<file path="src/rtl/satalnk_txsched.sv">
// Transmit link scheduler: one TX dword slot shared by ALIGN pairs, link primitives and frame data.
// Build option SATA_CONT_EN enables CONT compression of repeated primitives.
module satalnk_txsched #(
    parameter int ALIGN_INTERVAL = 254,
    parameter int LGALIGN        = 8
) (
    input  logic        i_clk,
    input  logic        i_reset_n,
    input  logic        i_prim_valid,
    input  logic [31:0] i_prim,
    input  logic        i_data_valid,
    output logic        o_data_ready,
    input  logic [31:0] i_data,
    output logic        o_valid,
    input  logic        i_ready,
    output logic        o_primitive,
    output logic [31:0] o_data,
    output logic [1:0]  o_dbg_state
);

    localparam logic [31:0] P_ALIGN = 32'h7B4A_4ABC;
    localparam logic [31:0] P_CONT  = 32'h9999_AA7C;
    localparam logic [LGALIGN-1:0] ALIGN_LIMIT = LGALIGN'(ALIGN_INTERVAL);

    typedef enum logic [1:0] {
        S_NORMAL = 2'd0,
        S_ALIGN0 = 2'd1,
        S_ALIGN1 = 2'd2
    } state_t;

    state_t             state;
    logic [LGALIGN-1:0] align_count;
    logic [LGALIGN-1:0] align_count_inc;
    logic               advance;
    logic               align_due;
    logic               align_hit;
    logic [31:0]        prim_word;
    logic               prim_flag;
    logic               prim_is_align;

    // Handshake: a dword transfers on any edge where o_valid && i_ready. The
    // output register reloads whenever it is empty or being drained (advance);
    // otherwise it holds. o_data_ready marks the edge at which i_data is taken.
    assign advance         = !o_valid || i_ready;
    assign align_due       = (align_count == ALIGN_LIMIT);
    assign align_count_inc = align_count + LGALIGN'(1);
    assign align_hit       = (align_count_inc == ALIGN_LIMIT);
    assign prim_is_align   = prim_flag && (prim_word == P_ALIGN);
    assign o_data_ready    = advance && (state == S_NORMAL) && !i_prim_valid && !align_due;
    assign o_dbg_state     = state;

`ifdef SATA_CONT_EN
    logic [1:0]  rep_count;
    logic [1:0]  rep_next;
    logic [31:0] r_last;
    logic [31:0] lfsr;
    logic [31:0] lfsr_step;
    logic        last_load;
    logic        lfsr_adv;

    // x^32 + x^22 + x^2 + x + 1, shifting toward the MSB.
    assign lfsr_step = {lfsr[30:0], lfsr[31] ^ lfsr[21] ^ lfsr[1] ^ lfsr[0]};

    always_comb begin
        prim_word = i_prim;
        prim_flag = 1'b1;
        rep_next  = 2'd1;
        last_load = 1'b0;
        lfsr_adv  = 1'b0;
        if (i_prim == P_ALIGN || i_prim == P_CONT) begin
            rep_next = 2'd0;
        end else if (i_prim != r_last || rep_count == 2'd0) begin
            last_load = 1'b1;
        end else if (rep_count == 2'd1) begin
            rep_next = 2'd2;
        end else if (rep_count == 2'd2) begin
            prim_word = P_CONT;
            rep_next  = 2'd3;
        end else begin
            prim_word = lfsr_step;
            prim_flag = 1'b0;
            rep_next  = 2'd3;
            lfsr_adv  = 1'b1;
        end
    end

    always_ff @(posedge i_clk or negedge i_reset_n) begin
        if (!i_reset_n) begin
            rep_count <= 2'd0;
            r_last    <= 32'h0;
            lfsr      <= 32'h0000_0001;
        end else if (advance) begin
            if (state == S_ALIGN1) begin
                rep_count <= 2'd0;
            end else if (state == S_NORMAL) begin
                if (i_prim_valid) begin
                    rep_count <= rep_next;
                    if (last_load)
                        r_last <= i_prim;
                    if (lfsr_adv)
                        lfsr <= lfsr_step;
                end else if (i_data_valid) begin
                    rep_count <= 2'd0;
                end
            end
        end
    end
`else
    always_comb begin
        prim_word = i_prim;
        prim_flag = 1'b1;
    end
`endif

    always_ff @(posedge i_clk or negedge i_reset_n) begin
        if (!i_reset_n) begin
            state       <= S_NORMAL;
            align_count <= '0;
            o_valid     <= 1'b0;
            o_primitive <= 1'b0;
            o_data      <= 32'h0;
        end else if (advance) begin
            case (state)
                S_ALIGN0: begin
                    o_valid     <= 1'b1;
                    o_primitive <= 1'b1;
                    o_data      <= P_ALIGN;
                    state       <= S_ALIGN1;
                end
                S_ALIGN1: begin
                    o_valid     <= 1'b1;
                    o_primitive <= 1'b1;
                    o_data      <= P_ALIGN;
                    align_count <= '0;
                    state       <= S_NORMAL;
                end
                default: begin
                    // The pair is armed as the interval's last dword is loaded, so it follows back-to-back.
                    if (i_prim_valid) begin
                        o_valid     <= 1'b1;
                        o_primitive <= prim_flag;
                        o_data      <= prim_word;
                        if (!prim_is_align) begin
                            align_count <= align_count_inc;
                            if (align_hit)
                                state <= S_ALIGN0;
                        end
                    end else if (i_data_valid && !align_due) begin
                        o_valid     <= 1'b1;
                        o_primitive <= 1'b0;
                        o_data      <= i_data;
                        align_count <= align_count_inc;
                        if (align_hit)
                            state <= S_ALIGN0;
                    end else begin
                        o_valid     <= 1'b0;
                        o_primitive <= 1'b0;
                    end
                end
            endcase
        end
    end

endmodule
</file>
<file path="config.mk">
export PLATFORM = sky130hd
export DESIGN_NAME = satalnk_txsched
export DESIGN_NICKNAME = d
export VERILOG_FILES = /design/src/rtl/satalnk_txsched.sv
export SDC_FILE = /design/constraint.sdc
export NUM_CORES = 1
export LEC_CHECK = 0
export BUFFER_PORTS_ARGS = -buffer_cell sky130_fd_sc_hd__buf_2
export CORE_ASPECT_RATIO = 0.5
export CORE_MARGIN = 5
export CORE_UTILIZATION = 48
export CTS_CLUSTER_SIZE = 40
export DETAILED_ROUTE_END_ITERATION = 7
export GPL_ROUTABILITY_DRIVEN = 0
export PLACE_DENSITY = 0.86
export SLEW_MARGIN = 20
export SYNTH_ARGS = -nofsm -noshare
export SYNTH_HDL_FRONTEND = slang
export SYNTH_SLANG_ARGS = --single-unit
</file>
<file path="constraint.sdc">
create_clock -name i_clk -period 2.27 [get_ports i_clk]
set_clock_uncertainty 0.1 [all_clocks]
set_input_delay 0.681 -clock i_clk [delete_from_list [all_inputs] [get_ports i_clk]]
set_output_delay 0.681 -clock i_clk [all_outputs]
set_load 0.02 [all_outputs]
</file>
==> run_summary.xml <==
<?xml version="1.0" encoding="UTF-8"?>
<metrics>
  <group name="clock_tree">
    <metric name="clock_pin_slew_reported_for_the_worst_setup_and_hold_paths_after_clock_tree_synthesis" unit="ns">0.08</metric>
    <metric name="cts_max_path_buffers" unit="">2</metric>
    <metric name="clock_insertion_delay_worst_skew" unit="ns">0.30</metric>
    <metric name="cts-hold-fix-buffers" unit="">0</metric>
    <metric name="htree_num_levels" unit="">2</metric>
    <metric name="tritoncts" unit="">built</metric>
    <metric name="numClockSinks" unit="">44</metric>
    <metric name="cts_made_buffers" unit="">5</metric>
    <metric name="cts_root_buffer_type" unit="">sky130_fd_sc_hd__clkbuf_8</metric>
  </group>
  <group name="timing">
    <metric name="final-hold-violation-count" unit="">0</metric>
    <metric name="min_period_over_period" unit="%">97.1</metric>
    <metric name="worstMarginPinSlew" unit="ns">0.551</metric>
    <metric name="slew_viol_final" unit="">0</metric>
    <metric name="finalSetupViolCount" unit="">0</metric>
    <metric name="fin_crit" unit="ns">2.20</metric>
    <metric name="max_freq" unit="MHz">454</metric>
    <metric name="rsz0062_at_grt" unit="">true</metric>
    <metric name="timing.slew.headroom" unit="%">63.3</metric>
  </group>
  <group name="floorplanning">
    <metric name="num_io_pins" unit="">106</metric>
    <metric name="core_ar" unit="um^2">5020</metric>
    <metric name="floorplan.die_area" unit="um^2">6930</metric>
    <metric name="floorplan.initialDensity" unit="%">50.5</metric>
    <metric name="horizontal_die_dimension" unit="um">113</metric>
    <metric name="rows" unit="">18</metric>
    <metric name="die_h" unit="um">61.4</metric>
  </group>
  <group name="power_and_ir_drop">
    <metric name="max-vdd-ir-drop" unit="mV">0.582</metric>
    <metric name="power_density" unit="nW/um^2">1140</metric>
    <metric name="sum_of_internal_switching_and_leakage_power" unit="mW">3.74</metric>
    <metric name="p_leak" unit="nW">1.57</metric>
  </group>
  <group name="routing">
    <metric name="detail_route.wirelength" unit="mm">7.23</metric>
    <metric name="vias_per_cell" unit="">5.54</metric>
    <metric name="routedWlPerCell" unit="um">16.2</metric>
    <metric name="drt_first_iter_violations" unit="">158</metric>
    <metric name="drtAntennaViolNets" unit="">0</metric>
    <metric name="dr.pass1.iters" unit="">5</metric>
    <metric name="detail_route.drc_violations" unit="">0</metric>
    <metric name="num_vias" unit="">2472</metric>
  </group>
  <group name="setup_path">
    <metric name="critical-path-top-delay-family" unit="">simple AND/OR/NAND/NOR gates</metric>
    <metric name="crit_buf_inv" unit="">2</metric>
    <metric name="timing.critical_path.cells" unit="">nor2b_1 -&gt; buf_4 -&gt; nor4b_4 -&gt; buf_4</metric>
    <metric name="critPathRequiredTime" unit="ns">1.49</metric>
    <metric name="cpMaxStageDelayCell" unit="">sky130_fd_sc_hd__dfrtp_1</metric>
    <metric name="worst_path_largest_cell_delay" unit="ns">0.38</metric>
    <metric name="crit_path_start_kind" unit="">register</metric>
    <metric name="critical_path.endpoint_type" unit="">output port</metric>
    <metric name="cp_most_frequent_cell" unit="">sky130_fd_sc_hd__buf_4</metric>
    <metric name="largest_driver_fanout_on_the_critical_path" unit="">7</metric>
    <metric name="arrival" unit="ns">1.42</metric>
    <metric name="crit_type" unit="">register to output port</metric>
  </group>
  <group name="synth">
    <metric name="synthCells" unit="">270</metric>
    <metric name="synth_warnings" unit="">0</metric>
    <metric name="post_synthesis_instance_area" unit="um^2">2540</metric>
    <metric name="synth_cell_type_count" unit="">44</metric>
    <metric name="synth_nets" unit="">345</metric>
    <metric name="number_of_synthesized_flops_with_an_enable_pin" unit="">0</metric>
    <metric name="ys.flop_type" unit="">sky130_fd_sc_hd__dfrtp_1</metric>
    <metric name="register_bit_count_reported_by_yosys" unit="">44</metric>
    <metric name="synthesis.area_per_instance" unit="um^2">9.40</metric>
    <metric name="proportion_of_synthesized_chip_area_in_sequential_cells" unit="%">43.4</metric>
    <metric name="async_flop_share" unit="%">100</metric>
  </group>
  <group name="place">
    <metric name="hpwl" unit="mm">5.44</metric>
    <metric name="port-buffer-count" unit="">105</metric>
    <metric name="dpl_cell_area" unit="um^2">3150</metric>
  </group>
  <group name="global_route">
    <metric name="groute.usage.overall" unit="%">21.3</metric>
    <metric name="grt_start_max_net_pins" unit="">45</metric>
    <metric name="grt_pass1_wl" unit="mm">11.6</metric>
    <metric name="antenna_found_initial" unit="">0</metric>
    <metric name="globalRouteOverflowTotal" unit="">0</metric>
    <metric name="grt_pass1_vias" unit="">2484</metric>
  </group>
  <group name="layout">
    <metric name="nNetsFinal" unit="">450</metric>
    <metric name="layout.cell_area.non_filler" unit="um^2">3280</metric>
    <metric name="mostFrequentLayoutCell" unit="">sky130_fd_sc_hd__buf_2</metric>
    <metric name="insertedDiodeCount" unit="">0</metric>
    <metric name="layout-area-overhead-vs-synth" unit="%">29.2</metric>
    <metric name="layout-drive-gt1-share" unit="%">36.4</metric>
    <metric name="most_used_cells_in_the_layout_excluding_fill_and_tap_cells" unit="">104 x sky130_fd_sc_hd__buf_2, 44 x sky130_fd_sc_hd__dfrtp_1, 43 x sky130_fd_sc_hd__nor2_1</metric>
  </group>
  <group name="hold_path">
    <metric name="holdCritPathClass" unit="">input pin to asynchronous set/reset pin</metric>
  </group>
  <group name="outcome">
    <metric name="run_status" unit="">completed</metric>
  </group>
  <group name="run">
    <metric name="drv_cap" unit="">0</metric>
  </group>
</metrics>
-- cell type report --
type                       count  area, um^2
inverter                       9        33.8
timing repair buffer         118         638
tap                           70        87.6
sequential                    44        1100
clock buffer                   6        82.6
multi-input combinational    197        1330
fill                         415        1740
clock inverter                 2        10.0
-- Yosys cell counts, types with 3 or more instances --
cell                        instances  area (um^2)
sky130_fd_sc_hd__a2111oi_0         16          140
sky130_fd_sc_hd__a21oi_1           10         50.1
sky130_fd_sc_hd__a31oi_1            5         31.3
sky130_fd_sc_hd__and2_1            10         62.6
sky130_fd_sc_hd__and3_1             3         18.8
sky130_fd_sc_hd__and4b_1            3         30.0
sky130_fd_sc_hd__buf_2              7         35.0
sky130_fd_sc_hd__buf_6              4         45.0
sky130_fd_sc_hd__clkbuf_1           8         30.0
sky130_fd_sc_hd__dfrtp_1           44         1100
sky130_fd_sc_hd__ha_1               6         75.1
sky130_fd_sc_hd__inv_1              9         33.8
sky130_fd_sc_hd__mux2i_1           15          150
sky130_fd_sc_hd__nand2_1           20         75.1
sky130_fd_sc_hd__nand3_1            5         25.0
sky130_fd_sc_hd__nand4_1            3         18.8
sky130_fd_sc_hd__nor2_1            44          165
sky130_fd_sc_hd__nor2b_1            7         43.8
sky130_fd_sc_hd__nor3_1             3         15.0
sky130_fd_sc_hd__o21ai_0            3         15.0
sky130_fd_sc_hd__o31ai_1           15          113
-- repair_timing --
| action | in CTS | in global routing |
|---|---|---|
| buffers inserted | 2 | 0 |
| pin swaps | 1 | 0 |
| endpoints found under the setup margin | 1 | 4 |
| gates resized for setup | 3 | 4 |
| hold endpoints to repair | 0 | 0 |
-- layer usage --
metal | wire length, um | vias up | GRT usage (%)
met2 | 3750 | 85 | 40.4
met1 | 2940 | 1186 | 24.8
met4 | 133 | 0 | 8.05
met5 | 0 | - | 0
met3 | 405 | 12 | 4.32
li1 | - | 1189 | -
-- final timing paths --
| path | start | endpoint | slack, ns | depth (start not counted) |
|---|---|---|---|---|
| setup reg to reg | align_count[0] | o_data[1] | 0.21 | 9 |
| max in group asynchronous | i_reset_n | align_count[1] | 1.34 | 2 |
| setup / recovery | o_valid | o_data_ready | 0.07 | 4 |
| hold / removal | i_reset_n | o_data[23] | 0.36 | 2 |
| min in group i_clk | o_data[26] | o_data[26] | 0.38 | 2 |
| hold reg to reg | o_data[26] | o_data[26] | 0.38 | 2 |
-- sequential cells by signal, summed over array words and instances, names as in the netlist --
register     count
o_valid          1
align_count      8
o_data          32
o_primitive      1
o_dbg_state      2
-- metrics by stage --
stage / util (%) / cells / setup TNS (ns) / hold slack, ns / worst slack [ns]
finish: 65.3 / 446 / 0 / 0.355 / 0.0660
global route: 65.3 / 446 / -0.0119 / 0.393 / -0.0119
CTS: 65.0 / 446 / 0 / 0.371 / 0.0240
detailed placement: 62.7 / 436 / -1.35 / 0.360 / -0.176
global placement: 62.7 / 436 / -0.724 / 0.358 / -0.114
floorplan: - / 270 / 0 / 0.285 / 0.00808
-- where the power goes --
part           leakage, nW  internal (mW)  switching (mW)
Sequential           0.516           1.10           0.199
Combinational         1.00          0.694            1.23
Clock               0.0510          0.243           0.270
-- worst register-to-register path, delay by kind of cell, from the launching register on --
family                   cells  cell delay [ns]
buffers and inverters        3             0.56
flip-flops                   1             0.40
adder cells (fa/ha/maj)      1             0.14
AO/OA/AOI/OAI                3             0.60
AND/OR/NAND/NOR              2             0.17
-- cells by family after synthesis --
group / synth area share (%)
flip-flops: 43.4
multiplexers: 5.92
XOR/XNOR: 0.690
AO/OA/AOI/OAI: 18.3
AND/OR/NAND/NOR: 22.9
adder cells (fa/ha/maj): 2.96
buffers and inverters: 5.82
Note: power is estimated with default switching activity, not from simulation.
